$ cat src/rtl/qsgmii_tx_lane_mux.sv
// QSGMII transmit lane aggregator: lane-0 K28.5->K28.1 marker, running-disparity tracking, idle D5.6/D16.2 fixup.
// Optional fixup statistics counter enabled by macro QSGMII_TX_FIXUP_STATS_EN.
module qsgmii_tx_lane_mux #(
    parameter bit LANE0_K28_1 = 1'b1,
    parameter bit IDLE_FIXUP  = 1'b1
) (
    input  logic        tx_clk,
    input  logic        tx_reset,
    input  logic [31:0] port_data,
    input  logic [3:0]  port_is_k,
    output logic [31:0] serdes_data,
`ifdef QSGMII_TX_FIXUP_STATS_EN
    output logic [15:0] fixup_count,
`endif
    output logic [3:0]  serdes_is_k,
    output logic        rd_positive
);

    localparam logic [7:0] K28_5 = 8'hBC;
    localparam logic [7:0] K28_1 = 8'h3C;
    localparam logic [7:0] D5_6  = 8'hC5;
    localparam logic [7:0] D16_2 = 8'h50;

    logic [31:0] data_q, data_d;
    logic [3:0]  is_k_q, is_k_d;
    logic        rd_q, rd_d;
    logic [3:0]  prev_k285_q, prev_k285_d;
    logic [2:0]  fix_lanes;

    // A byte flips disparity when exactly one of its 6b/4b sub-blocks is unbalanced.
    function automatic logic rd_flip(input logic [7:0] b, input logic k);
        logic u6;
        logic u4;
        case (b[4:0])
            5'd0, 5'd1, 5'd2, 5'd4, 5'd8, 5'd15, 5'd16, 5'd23,
            5'd24, 5'd27, 5'd29, 5'd30, 5'd31: u6 = 1'b1;
            5'd28:                             u6 = k;
            default:                           u6 = 1'b0;
        endcase
        u4 = (b[7:5] == 3'd0) || (b[7:5] == 3'd4) || (b[7:5] == 3'd7);
        return u6 ^ u4;
    endfunction

    always_comb begin
        logic       rd;
        logic [7:0] in_b;
        logic [7:0] out_b;
        logic       k;
        logic       is_k285;
        data_d      = '0;
        is_k_d      = port_is_k;
        prev_k285_d = '0;
        fix_lanes   = '0;
        rd          = rd_q;
        for (int p = 0; p < 4; p++) begin
            in_b    = port_data[8*p +: 8];
            k       = port_is_k[p];
            is_k285 = k && (in_b == K28_5);
            out_b   = in_b;
            if (LANE0_K28_1 && (p == 0) && is_k285)
                out_b = K28_1;
            if (IDLE_FIXUP && prev_k285_q[p] && !k && ((in_b == D5_6) || (in_b == D16_2))) begin
                out_b = rd ? D16_2 : D5_6;
                if (out_b != in_b)
                    fix_lanes = fix_lanes + 3'd1;
            end
            rd                  = rd ^ rd_flip(out_b, k);
            data_d[8*p +: 8]    = out_b;
            prev_k285_d[p]      = is_k285;
        end
        rd_d = rd;
    end

    always_ff @(posedge tx_clk) begin
        if (tx_reset) begin
            data_q      <= '0;
            is_k_q      <= '0;
            rd_q        <= 1'b0;
            prev_k285_q <= '0;
        end else begin
            data_q      <= data_d;
            is_k_q      <= is_k_d;
            rd_q        <= rd_d;
            prev_k285_q <= prev_k285_d;
        end
    end

    assign serdes_data = data_q;
    assign serdes_is_k = is_k_q;
    assign rd_positive = rd_q;

`ifdef QSGMII_TX_FIXUP_STATS_EN
    logic [15:0] cnt_q, cnt_d;
    logic [16:0] cnt_sum;

    // Saturating: the sum is one bit wider so overflow is detectable.
    always_comb begin
        cnt_sum = {1'b0, cnt_q} + {14'd0, fix_lanes};
        cnt_d   = cnt_sum[16] ? 16'hFFFF : cnt_sum[15:0];
    end

    always_ff @(posedge tx_clk) begin
        if (tx_reset)
            cnt_q <= '0;
        else
            cnt_q <= cnt_d;
    end

    assign fixup_count = cnt_q;
`else
    logic unused_fix;
    assign unused_fix = ^fix_lanes;
`endif

endmodule

$ cat config.mk
export PLATFORM = sky130hd
export DESIGN_NAME = qsgmii_tx_lane_mux
export DESIGN_NICKNAME = d
export VERILOG_FILES = /design/src/rtl/qsgmii_tx_lane_mux.sv
export SDC_FILE = /design/constraint.sdc
export NUM_CORES = 1
export LEC_CHECK = 0
export BUFFER_PORTS_ARGS = -buffer_cell sky130_fd_sc_hd__buf_4
export CORE_MARGIN = 2
export CORE_UTILIZATION = 30
export CTS_CLUSTER_DIAMETER = 30
export DETAILED_ROUTE_END_ITERATION = 6
export GPL_TIMING_DRIVEN = 0
export SYNTH_ARGS = -nofsm -noshare
export SYNTH_HDL_FRONTEND = slang
export SYNTH_SLANG_ARGS = --single-unit
export TNS_END_PERCENT = 50
$ cat constraint.sdc
create_clock -name tx_clk -period 2.91 [get_ports tx_clk]
set_input_delay 0.291 -clock tx_clk [delete_from_list [all_inputs] [get_ports tx_clk]]
set_output_delay 0.291 -clock tx_clk [all_outputs]
set_load 0.01 [all_outputs]
### Yosys cells after proc, flatten, opt, wreduce, memory -nomap -nowiden

Index checks and enable logic that the tools add are counted.

| operators by class | value |
|---|---|
| equality and inequality tests | 72 |
| multiplexer cells | 13 |
| bitwise logic cells | 8 |
| reductions and logical operators | 40 |

Operators with widths:

| cell | count |
|---|---|
| $eq A5 B5 Y1 const B | 32 |
| $mux W8 | 9 |
| $eq A8 B8 Y1 const B | 8 |
| $reduce_or A13 Y1 | 4 |
| $eq A5 B4 Y1 const B | 8 |
| $eq A8 B7 Y1 const B | 4 |
| $eq A3 B3 Y1 const B | 8 |
| $eq A5 B1 Y1 const B | 4 |
| $eq A5 B2 Y1 const B | 4 |
| $eq A5 B3 Y1 const B | 4 |
| $logic_not A5 Y1 | 4 |
| $logic_and A1 B1 Y1 | 12 |
| $logic_not A3 Y1 | 4 |
| $logic_or A1 B1 Y1 | 12 |
| $pmux W1 S2 | 4 |
| $xor A1 B1 Y1 | 8 |
| $logic_not A1 Y1 | 4 |

| word-level totals | value |
|---|---|
| bits in registers | 41 |
| bits of input ports | 38 |
| output and inout bits | 37 |
| word-level logic and storage cells | 137 |

### Depth between registers and ports, before layout

| depth | value |
|---|---|
| depth in word-level cells | 30 |
| mapped depth | 12 |
| gate-level depth less buffers | 11 |

### Least setup slack after synthesis

OpenSTA, ideal clock, no wires.

| path | value |
|---|---|
| kind | input -> register |
| from | input port_data[0] |
| to | register rd_q, in the netlist rd_positive |
| library setup time | 123 ps |
| data arrival time | 2851 ps |
| required time | 2787 ps |
| path slack | -64 ps |
| stages | 11 |
| path buffers | 0 |
| cells stage by stage | or4b_1 -> a211oi_2 -> mux2i_1 -> nand4_2 -> a21oi_1 -> nand3b_4 -> and3_1 -> o21ai_2 -> xnor2_2 -> mux2i_1 -> mux2_1 |

| on the way | value |
|---|---|
| word-level cells in the longest chain between the ends | 30 |
| elaborated cells on any way between the ends | 106 |
| classes of those cells | 63 x eq/ne; 12 x mux; 8 x bitwise; 23 x reduce/logical |

Ends and longest elaborated chain:

| element | line | RTL |
|---|---|---|
| start: declaration | 9 | `input logic [31:0] port_data,` |
| $eq A8 B8 Y1 (tied with other cells) | 58 | `is_k285 = k && (in_b == K28_5);` |
| $logic_and A1 B1 Y1 or $logic_or A1 B1 Y1 (tied branches) | 58, 62 |  |
| $mux W8 or $logic_and A1 B1 Y1 (tied branches) | 60, 62 |  |
| $mux W8 (*) | 62 | `if (IDLE_FIXUP && prev_k285_q[p] && !k && ((in_b == D5_6) \|\| (in_b == D16_2))) begin` |
| $eq A5 B1 Y1 (tied with other cells) | 34 | `case (b[4:0])` |
| $reduce_or A13 Y1 or $logic_or A1 B1 Y1 (tied branches) | 34, 40 |  |
| $pmux W1 S2 or $logic_or A1 B1 Y1 (tied branches) | 34, 40 |  |
| $xor A1 B1 Y1 (*) | 41 | `return u6 ^ u4;` |
| (+14 left out) | - |  |
| $xor A1 B1 Y1 (*) | 67 | `rd = rd ^ rd_flip(out_b, k);` |
| $mux W8 | 63 | `out_b = rd ? D16_2 : D5_6;` |
| $mux W8 | 62 |  |
| $eq A5 B1 Y1 (tied with other cells) | 34 |  |
| $reduce_or A13 Y1 or $logic_or A1 B1 Y1 (tied branches) | 34, 40 |  |
| $pmux W1 S2 or $logic_or A1 B1 Y1 (tied branches) | 34, 40 |  |
| $xor A1 B1 Y1 | 41 |  |
| $xor A1 B1 Y1 (*) | 67 |  |
| end signal: assignment | 83 | `rd_q <= rd_d;` |
| end: declaration | 26 | `logic rd_q, rd_d;` |

Every way passes the cells marked *; elsewhere a longest branch is shown, timed or not.
A chain may end at the register's enable or synchronous reset.

### Worst setup path in the final report

Ends and elaborated chain as after synthesis.

==> reports/qor.yml <==
status:
  status: "finished clean"
clocking:
  cts_inserted_buffers: 5
  worstSkewPairLatency_ps: 290
  htreeDepth: 2
  cts_sinks: 41
  hold_buffers: 0
  cts_root_buffer: "clkbuf_8"
  tritoncts: "yes"
  clock_path_buffers: 2
  clk_pin_slew_ps: 90
placed_design:
  dp_hpwl_mm: 4.191
  gp_congestion: 0.8222
  dp.cells: 427
  io_buffers: 69
synth:
  syn_area_per_cell_um2: 8.498
  synth-main-ff-cell: "dfxtp_1"
  synth-seq-cells: 41
  synth.distinct_cells: 57
  synth_top_area_share_pct: 37.29
  synth_top_cell_by_area: "dfxtp_1"
  synth-warning-count: 0
  async_flop_share_pct: 0
  synth_area_mm2: 0.002201
  ys_seq_area_share_pct: 37.29
  syn_nets: 297
  synth_cells: 259
  synth-edff-count: 0
  post-synth-top-count-cell: "dfxtp_1"
  netlist_top_cells_count: "41 x dfxtp_1, 21 x nor2_1, 20 x nand2_1"
  ys_top_cells_by_area: "dfxtp_1 37%, nor2b_1 5.4%, a21oi_1 4.3%"
sta:
  relSlewSlack_pct: 60.59
  tns_ps: 0
  setup_viol: 0
  rsz0062_at_grt: "true"
  holdWs_ps: 200.2
  clock.fmax_mhz: 348.9
  skew_ps: 7.441
  worstMarginPinSlew_ps: 591.2
  period_minus_slack_ps: 2866
  final_max_slew_viol_count: 0
  hold_violations: 0
  period_share_pct: 98.50
worst_setup_path:
  worstSetupPathType: "input pin to register"
  path_buf_inv: 1
  worstPathArrival_ps: 3060
  crit_path_end_kind: "register"
  path_max_fanout: 5
  max_stage_delay_ps: 550
  cp_top_family: "simple AND/OR/NAND/NOR gates"
  crit_required_ps: 3100
  r2r_slack_ps: 50
  crit_slowest_cell: "or4b_4"
  start_kind: "input pin"
  path_cells: "buf_4 -> or4b_4 -> a211oi_4 -> mux2i_2 -> nand4_4 -> a21oi_1 -> nand3b_4 -> and3_4 -> o21ai_2 -> xnor2_2 -> mux2i_1 -> mux2_1"
drt:
  viasPerCell: 4.886
  ant_nets: 0
  vias: 2150
  post_drt_wl_per_cell_um: 13.04
  routed_wl_mm: 5.738
  first_pass_iters: 5
  post-route-drc-count: 0
  drt_iter0_markers: 43
pwr:
  cellPowerDensity_mw_per_mm2: 472.5
  peakVddDrop_mv: 0.2105
  leakage_nw: 1.273
  finalPower_mw: 1.456
floorplan:
  core-area_mm2: 0.007176
  ios: 75
  die_height_um: 89.65
  num_rows: 31
  chipWidth_um: 89.65
  dieArea_mm2: 0.008037
  start_util_pct: 30.67
grt:
  grt_usage_pct: 14.07
  grt_max_degree: 14
  grt_pass1_vias: 1876
  grt_pass1_wl_mm: 8.790
  grt_overflow_total: 0
  antenna_found_initial: 0
flow_run:
  cap_violations: 0
layout:
  final_core_util_pct: 42.93
  area_growth_pct: 39.97
  final_layout_size_suffix_gt1_share_pct: 31.38
  antenna_cells: 0
  nets: 378
  finalNonFillerCells: 440
min_path:
  hold_path.class: "input pin to register"
==> final timing paths <==
path,start,endpoint,cells past startpoint
setup reg to reg,rd_positive$_SDFF_PP0_,rd_positive$_SDFF_PP0_,11
hold reg to reg,prev_k285_q[3]$_SDFF_PP0_,serdes_data[31]$_SDFF_PP0_,3
hold / removal,port_data[14],prev_k285_q[1]$_SDFF_PP0_,2
setup / recovery,port_data[0],rd_positive$_SDFF_PP0_,12
==> routing by layer <==
| metal | vias to the layer above | wire length, um | global-route usage [%] | share of wire (%) |
|---|---|---|---|---|
| met2 | 76 | 2472 | 20.86 | 43 |
| met5 | - | 0 | 0 | 0 |
| met3 | 9 | 345 | 3.565 | 6.0 |
| met1 | 966 | 2809 | 19.68 | 49 |
| met4 | 0 | 111 | 5.156 | 1.9 |
| li1 | 1099 | - | - | - |
==> cell families after synthesis <==
| logic type | count (synthesis) | synth area share, % |
|---|---|---|
| muxes | 6 | 2.786 |
| AOI/OAI and AO/OA | 56 | 16.88 |
| xor gates and xnor gates | 4 | 1.933 |
| and+or+nand+nor | 127 | 36.16 |
| buffers and inverters | 23 | 4.036 |
| DFF | 41 | 37.29 |
| adders and majority gates | 2 | 0.9096 |
==> cell type report <==
class | count | area [um2]
multi-input cells | 195 | 1368
inverters | 9 | 33.78
clock inverters | 2 | 37.54
clock buffers | 6 | 82.58
plain buffers | 14 | 55.05
repair buffers | 74 | 555.5
fillers | 725 | 4095
flip-flops and latches | 41 | 824.5
well taps | 99 | 123.9
==> state kept, by name, summed over array words and instances (netlist names) <==
signal and flops:
serdes_data 32, prev_k285_q 4, serdes_is_k 4, rd_positive 1
==> where the power goes <==
group | switching, mW | leakage (nW) | internal (mW) | total, mW
clock network | 0.205 | 0.0574 | 0.279 | 0.484
logic | 0.188 | 0.874 | 0.182 | 0.370
registers | 0.0101 | 0.341 | 0.591 | 0.601
total | 0.403 | 1.27 | 1.05 | 1.46
==> through the flow <==
step	worst slack [ps]	area [um2]
final	43.59	3080
after global routing	-99.15	3080
after CTS	-14.81	3065
after detailed placement	-404.3	2854
after global placement	-421.4	2854
after floorplan	-30.92	2212
==> layout by cell type (no fill, tap or decap), types with 3 or more instances in the layout <==
master / count
or2_1: 3
nor4_1: 4
nand3_1: 15
nor2_1: 21
and2_1: 3
mux2i_1: 4
inv_1: 9
a21oi_1: 19
nand4b_1: 7
o31ai_1: 6
nor3_1: 5
buf_4: 74
or3b_1: 3
dfxtp_1: 40
nand2_1: 20
o21ai_0: 10
clkbuf_1: 11
nand4_1: 4
clkbuf_8: 6
nor2b_1: 19
==> what timing repair did <==
item,CTS,global route
setup buffers,5,0
resized for setup,11,3
endpoints found under the setup margin,1,3
pin swaps,6,2
Note: power is estimated with default switching activity, not from simulation.
